**src/rtl/ir_cmd_ctrl_if.sv**
```systemverilog
// Frame input from the IR decoder and the command stream handed to application logic.
interface ir_cmd_ctrl_if;
    logic [31:0] code_in;
    logic        new_code_in;
    logic [2:0]  error_in;
    logic [7:0]  cmd_out;
    logic        repeat_out;
    logic        cmd_valid_out;
    logic        cmd_ready_in;

    modport master (
        output code_in, new_code_in, error_in, cmd_ready_in,
        input  cmd_out, repeat_out, cmd_valid_out
    );

    modport slave (
        input  code_in, new_code_in, error_in, cmd_ready_in,
        output cmd_out, repeat_out, cmd_valid_out
    );
endinterface

```
**src/rtl/ir_cmd_ctrl.sv**
```systemverilog
// NEC command controller: validates decoded frames, filters by address, classifies
// press / auto-repeat, tracks key hold and queues commands in a show-ahead FIFO.
module ir_cmd_ctrl #(
    parameter logic [7:0] DEV_ADDR       = 8'h00,
    parameter bit         ADDR_FILTER    = 1'b1,
    parameter int         RELEASE_CYCLES = 12_000_000,
    parameter int         REPEAT_SKIP    = 3,
    parameter int         FIFO_DEPTH     = 4
) (
    input  logic         clk_in,
    input  logic         rst_n_in,
    ir_cmd_ctrl_if.slave bus,
    output logic         key_held_out,
    output logic [7:0]   err_count_out,
    output logic [2:0]   last_err_out
);

    localparam int GAP_W = $clog2(RELEASE_CYCLES + 1);
    localparam int PTR_W = $clog2(FIFO_DEPTH);
    localparam int CNT_W = PTR_W + 1;
    localparam logic [GAP_W-1:0] GAP_MAX = GAP_W'(RELEASE_CYCLES);
    localparam logic [CNT_W-1:0] DEPTH_C = CNT_W'(FIFO_DEPTH);
    localparam logic [7:0]       SKIP_C  = 8'(REPEAT_SKIP);

    typedef enum logic {IDLE, CHECK} state_t;

    state_t            state_q, state_d;
    logic              latch_frame;
    logic              overrun;
    logic [31:0]       frame_q;

    logic [GAP_W-1:0]  gap_q;
    logic              key_held_q;
    logic [7:0]        last_cmd_q;
    logic [7:0]        hold_cnt_q;
    logic [7:0]        err_count_q;
    logic [2:0]        last_err_q;

    logic [8:0]        mem [FIFO_DEPTH];
    logic [PTR_W-1:0]  wr_ptr_q, rd_ptr_q;
    logic [CNT_W-1:0]  count_q;
    logic [8:0]        shown_q;

    logic [7:0]        f_addr, f_naddr, f_cmd, f_ncmd;
    logic              in_check, fmt_ok, addr_ok, accept, is_press;
    logic [7:0]        hold_next;
    logic              want_push, fifo_valid, fifo_full, pop, push, push_drop;
    logic              err_hit;
    logic [2:0]        err_code;
    logic [8:0]        head;

    always_ff @(posedge clk_in or negedge rst_n_in) begin
        if (!rst_n_in) begin
            state_q <= IDLE;
            frame_q <= '0;
        end else begin
            state_q <= state_d;
            if (latch_frame) frame_q <= bus.code_in;
        end
    end

    // A strobe that lands while the previous frame is being evaluated cannot be held anywhere.
    always_comb begin
        state_d     = state_q;
        latch_frame = 1'b0;
        overrun     = 1'b0;
        case (state_q)
            IDLE: begin
                if (bus.new_code_in) begin
                    latch_frame = 1'b1;
                    state_d     = CHECK;
                end
            end
            CHECK: begin
                state_d = IDLE;
                overrun = bus.new_code_in;
            end
            default: state_d = IDLE;
        endcase
    end

    always_comb begin
        {f_addr, f_naddr, f_cmd, f_ncmd} = frame_q;
        in_check   = (state_q == CHECK);
        fmt_ok     = (f_addr == ~f_naddr) && (f_cmd == ~f_ncmd);
        addr_ok    = !ADDR_FILTER || (f_addr == DEV_ADDR);
        accept     = in_check && fmt_ok && addr_ok;
        is_press   = !key_held_q || (f_cmd != last_cmd_q);
        hold_next  = is_press ? 8'd0 : ((hold_cnt_q == 8'hFF) ? 8'hFF : hold_cnt_q + 8'd1);
        want_push  = accept && (is_press || (hold_next >= SKIP_C));
        fifo_valid = (count_q != '0);
        fifo_full  = (count_q == DEPTH_C);
        pop        = fifo_valid && bus.cmd_ready_in;
        push       = want_push && (!fifo_full || pop);
        push_drop  = want_push && fifo_full && !pop;
        head       = mem[rd_ptr_q];
    end

    // Only one error is counted per cycle; the highest-priority source names it.
    always_comb begin
        err_hit  = 1'b1;
        err_code = 3'b000;
        if (bus.error_in != 3'b000)      err_code = bus.error_in;
        else if (overrun)                err_code = 3'b111;
        else if (push_drop)              err_code = 3'b100;
        else if (in_check && !fmt_ok)    err_code = 3'b101;
        else if (in_check && !addr_ok)   err_code = 3'b110;
        else                             err_hit  = 1'b0;
    end

    always_ff @(posedge clk_in or negedge rst_n_in) begin
        if (!rst_n_in) begin
            err_count_q <= '0;
            last_err_q  <= '0;
        end else if (err_hit) begin
            if (err_count_q != 8'hFF) err_count_q <= err_count_q + 8'd1;
            last_err_q <= err_code;
        end
    end

    // Hold state follows every accepted frame, even one the full FIFO had to drop.
    always_ff @(posedge clk_in or negedge rst_n_in) begin
        if (!rst_n_in) begin
            gap_q      <= '0;
            key_held_q <= 1'b0;
            last_cmd_q <= '0;
            hold_cnt_q <= '0;
        end else if (accept) begin
            gap_q      <= '0;
            key_held_q <= 1'b1;
            last_cmd_q <= f_cmd;
            hold_cnt_q <= hold_next;
        end else if (gap_q != GAP_MAX) begin
            gap_q <= gap_q + GAP_W'(1);
            if (gap_q + GAP_W'(1) == GAP_MAX) key_held_q <= 1'b0;
        end
    end

    always_ff @(posedge clk_in or negedge rst_n_in) begin
        if (!rst_n_in) begin
            for (int i = 0; i < FIFO_DEPTH; i++) mem[i] <= '0;
            wr_ptr_q <= '0;
            rd_ptr_q <= '0;
            count_q  <= '0;
            shown_q  <= '0;
        end else begin
            if (fifo_valid) shown_q <= head;
            if (push) begin
                mem[wr_ptr_q] <= {f_cmd, !is_press};
                wr_ptr_q      <= wr_ptr_q + PTR_W'(1);
            end
            if (pop) rd_ptr_q <= rd_ptr_q + PTR_W'(1);
            case ({push, pop})
                2'b10:   count_q <= count_q + CNT_W'(1);
                2'b01:   count_q <= count_q - CNT_W'(1);
                default: count_q <= count_q;
            endcase
        end
    end

    // When empty the outputs keep showing the last head rather than a stale slot.
    assign bus.cmd_out       = fifo_valid ? head[8:1] : shown_q[8:1];
    assign bus.repeat_out    = fifo_valid ? head[0]   : shown_q[0];
    assign bus.cmd_valid_out = fifo_valid;
    assign key_held_out      = key_held_q;
    assign err_count_out     = err_count_q;
    assign last_err_out      = last_err_q;

endmodule
```
**src/flat_wrapper.sv**
```systemverilog
// flat-port wrapper written by rule: the top's interface ports become plain ports
module ir_cmd_ctrl_flat 
#(
    parameter logic [7:0] DEV_ADDR       = 8'h00,
    parameter bit         ADDR_FILTER    = 1'b1,
    parameter int         RELEASE_CYCLES = 12_000_000,
    parameter int         REPEAT_SKIP    = 3,
    parameter int         FIFO_DEPTH     = 4
)
  (clk_in, rst_n_in, key_held_out, err_count_out, last_err_out, bus_code_in, bus_new_code_in, bus_error_in, bus_cmd_ready_in, bus_cmd_out, bus_repeat_out, bus_cmd_valid_out);
  ir_cmd_ctrl_if bus_i ();
  input  logic clk_in;
  input  logic rst_n_in;
  output logic key_held_out;
  output logic [7:0] err_count_out;
  output logic [2:0] last_err_out;
  input wire logic [$bits(bus_i.code_in)-1:0] bus_code_in;
  input wire logic [$bits(bus_i.new_code_in)-1:0] bus_new_code_in;
  input wire logic [$bits(bus_i.error_in)-1:0] bus_error_in;
  input wire logic [$bits(bus_i.cmd_ready_in)-1:0] bus_cmd_ready_in;
  output wire logic [$bits(bus_i.cmd_out)-1:0] bus_cmd_out;
  output wire logic [$bits(bus_i.repeat_out)-1:0] bus_repeat_out;
  output wire logic [$bits(bus_i.cmd_valid_out)-1:0] bus_cmd_valid_out;
  assign bus_i.code_in = bus_code_in;
  assign bus_i.new_code_in = bus_new_code_in;
  assign bus_i.error_in = bus_error_in;
  assign bus_i.cmd_ready_in = bus_cmd_ready_in;
  assign bus_cmd_out = bus_i.cmd_out;
  assign bus_repeat_out = bus_i.repeat_out;
  assign bus_cmd_valid_out = bus_i.cmd_valid_out;
  ir_cmd_ctrl #(.DEV_ADDR(DEV_ADDR), .ADDR_FILTER(ADDR_FILTER), .RELEASE_CYCLES(RELEASE_CYCLES), .REPEAT_SKIP(REPEAT_SKIP), .FIFO_DEPTH(FIFO_DEPTH)) u_core (.clk_in(clk_in), .rst_n_in(rst_n_in), .bus(bus_i), .key_held_out(key_held_out), .err_count_out(err_count_out), .last_err_out(last_err_out));
endmodule
```
**config.mk**
```make
export PLATFORM = sky130hd
export DESIGN_NAME = ir_cmd_ctrl_flat
export DESIGN_NICKNAME = d
export VERILOG_FILES = /design/src/rtl/ir_cmd_ctrl_if.sv /design/src/rtl/ir_cmd_ctrl.sv /design/src/flat_wrapper.sv
export SDC_FILE = /design/constraint.sdc
export NUM_CORES = 1
export LEC_CHECK = 0
export ABC_AREA = 0
export CAP_MARGIN = 20
export CORE_MARGIN = 5
export CORE_UTILIZATION = 49
export DETAILED_ROUTE_END_ITERATION = 10
export MAX_ROUTING_LAYER = met4
export PLACE_DENSITY = 0.8
export SYNTH_ARGS = -nofsm -noshare
export SYNTH_HDL_FRONTEND = slang
export SYNTH_SLANG_ARGS = --single-unit
```
**constraint.sdc**
```tcl
create_clock -name clk_in -period 4.39 [get_ports clk_in]
set_input_delay 0.878 -clock clk_in [delete_from_list [all_inputs] [get_ports clk_in]]
set_output_delay 0.878 -clock clk_in [all_outputs]
set_load 0.02 [all_outputs]
```
==> results_dict.tcl <==
set metrics [dict create \
    dr.first_iter.drc_count 332 \
    synth_edf_count 0 \
    stdcell_area_um2 8222 \
    worstSkewPairLatency_ps 420 \
    outcome "complete, no violations" \
    io_pins 61 \
    irDropWorstVdd_mv 0.2594 \
    crit_required_ps 3510 \
    netSwitchingFraction 0.2713 \
    avgViaCountPerCell 5.658 \
    grt_use_total 0.1965 \
    fmax_ghz 0.2864 \
    vias 4662 \
    critPathLaunchType "flip-flop" \
    slew_violations 0 \
    start_util 0.4987 \
    tightest_slew_ps 715.0 \
    synth_flop_cell "dfrtp_1" \
    die_w_um 128.6 \
    ant_nets 0 \
    crit_fanout 11 \
    holdBufCountCts 0 \
    p_int_mw 2.582 \
    synth-xor-area-share 0.07367 \
    syn_area_um2 6895 \
    pwr-share-seq 0.434 \
    cp-end-kind "output pin" \
    fin_tns_setup_ps 0 \
    grt_pass1_wl_mm 25.10 \
    syn_avg_cell_area_um2 11.93 \
    p_sw_mw 0.9609 \
    layout_worst_path_cycle_share 0.7953 \
    drt_wl_total_mm 14.84 \
    synth_top_family_by_area "multiplexers" \
    final_common_cell "dfrtp_1" \
    slowest_delay_ps 750 \
    total_power_mw 3.543 \
    synthCells 578 \
    rr_worst_depth 8 \
    ys_ff_latch 137 \
    syn_to_final_growth_pct 19.23 \
    dp_cells 791 \
    hold_class "input pin to asynchronous set/reset pin" \
    antenna_found_initial 0 \
    drv_cap 0 \
    drc 0 \
    pwr_density_cell_nw_per_um2 430.9 \
    ff2ff_setup_slack_ps 1230 \
    h-tree-depth 4 \
    place.gp.congestion 0.8771 \
    post-route-min-period_ps 3491 \
    cts_inserted_buffers 17 \
    cts.sinks 137 \
    synthAdderAreaFrac 0.01923 \
    cts_buffer_depth 2 \
    yosys.area.top_type_share 0.4972 \
    grt_max_degree 115 \
    post_cts_resized 0 \
    synth.distinct_cells 60 \
    die_area_um2 16540 \
    critPathSlowestCell "dfrtp_1" \
    yosysTopAreaCell "dfrtp_1" \
    grt_pass1_vias 5058 \
    rows 43 \
    synthArstFlopShare 1.000 \
    finClkSkew_ps 8.103 \
    cts.clk_slew.worst_paths_ps 60 \
    yosysSeqAreaShare 0.4972 \
    worstPathCellList "mux4_2 > mux2_2 > clkdlybuf4s50_1" \
    synthTopCellsByArea "dfrtp_1 (50%), mux2_2 (14%), xor2_1 (4.4%), mux4_2 (2.9%), xnor2_1 (2.9%)" \
    worstPathArrival_ps 2610 \
    rsz0062_at_grt "no" \
    p_comb_frac 0.158 \
    syn_nets 627 \
    fillers 1076 \
    power_frac_clock 0.407 \
    tritoncts "yes" \
    hold_viol 0 \
    dr.pass1.iters 4 \
    synth-compound-area-share 0.04536 \
    p_leak_nw 3.608 \
    synth-simple-area-share 0.1501 \
    dpl.hpwl_mm 10.11 \
    crit_type "flip-flop to output pin" \
    routedWlPerCell_um 18.00 \
    yosysWarnings 0 \
    antenna_cells 0 \
    die_y_um 128.6 \
    postCtsSetupRepairBufs 0 \
    dpl-instance-area_um2 7585 \
    root_buffer "clkbuf_16" \
    fin_cells 824 \
    muxShareOfSynthArea 0.1805 \
    io_buffers 60 \
    layout.nets 680 \
    finalSetupViolations 0 \
    drive_gt1_frac 0.2360 \
    core_area_um2 13830 \
    layout_common_cells "dfrtp_1 (137), mux2_2 (85), clkdlybuf4s50_1 (59)" \
    slew_headroom 0.5190 \
    grt.overflow.total 0 \
]
-- per-layer routing --
layer,vias up,wire length (µm),track usage
li1,2160,-,-
met3,20,505,0.03736
met5,-,0,-
met4,0,274,0.07721
met1,2383,6405,0.2368
met2,99,7651,0.3279
-- registers in the layout, summed over array words and instances, names as in the netlist --
register and flops:
u_core.shown_q 9, u_core.mem 36, u_core.in_check 1, u_core.frame_q 32, u_core.gap_q 24, u_core.wr_ptr_q 2
u_core.count_q 3, u_core.rd_ptr_q 2, u_core.last_cmd_q 8, u_core.err_count_out 8, u_core.hold_cnt_q 8, u_core.key_held_out 1
u_core.last_err_out 3
-- Yosys cell counts (all sizes together) (2+ instances only) --
cell type and instances:
dfrtp 137, mux2 86, nor2 47, xor2 35, nand2 28, xnor2 23, nand4 21, buf 19
a21oi 18, nand3 18, inv 17, clkbuf 12, o21ai 12, nor4 11, ha 9, mux4 9
nor3 8, mux2i 7, a21o 4, and2 4, nand4b 4, nor4b 4, or4 4, a31oi 3
and3 3, and3b 3, and4 3, nand2b 3, nand3b 3, or3 3, a211o 2, a41o 2
nor2b 2, o31ai 2, or3b 2
-- final timing paths --
path	from	to
min reg2reg	u_core.mem[27]	u_core.mem[27]
max	u_core.rd_ptr_q[0]	bus_cmd_out[7]
min in group clk_in	u_core.mem[27]	u_core.mem[27]
max in group asynchronous	rst_n_in	u_core.mem[30]
min	rst_n_in	u_core.key_held_out
max reg2reg	u_core.frame_q[14]	u_core.last_err_out[0]
-- critical path: cells and delay by family, from the launching register on --
| family | cells | cell delay (ps) |
|---|---|---|
| buffers and inverters | 1 | 550 |
| DFF | 1 | 750 |
| muxes | 2 | 890 |
-- power by group through the flow --
stage	Sequential [mW]	Clock [mW]	Combinational, mW
2_1_floorplan	1.51	0	0.383
3_5_place_dp	1.56	0	0.561
4_1_cts	1.54	1.46	0.566
5_1_grt	1.56	1.51	0.615
3_3_place_gp	1.55	0	0.541
6_report	1.54	1.44	0.561
-- area by class of cell --
cell class	instances	area [µm²]	area share
clock buffers	22	494.2	0.06011
clock inverters	10	115.1	0.01400
inverters	17	63.81	0.007761
multi-input cells	393	3236	0.3935
flip-flops and latches	137	3428	0.4170
well taps	180	225.2	0.02739
repair buffers	65	659.4	0.08020
-- through the flow --
step	hold slack [ps]	worst slack, ps	utilization
2_1_floorplan	444.6	1493	-
3_3_place_gp	461.8	1065	0.5485
3_5_place_dp	469.4	994.9	0.5485
4_1_cts	485.7	857.9	0.5926
5_1_grt	289.2	761.1	0.5946
6_report	289.9	898.7	0.5946
-- logic make-up after synthesis --
group | after synthesis
compound gates | 49
xor+xnor | 58
fa+ha+maj | 10
buf+inv | 48
flops | 137
mux | 102
simple gates | 174
Power figures use the tool's default switching activity.
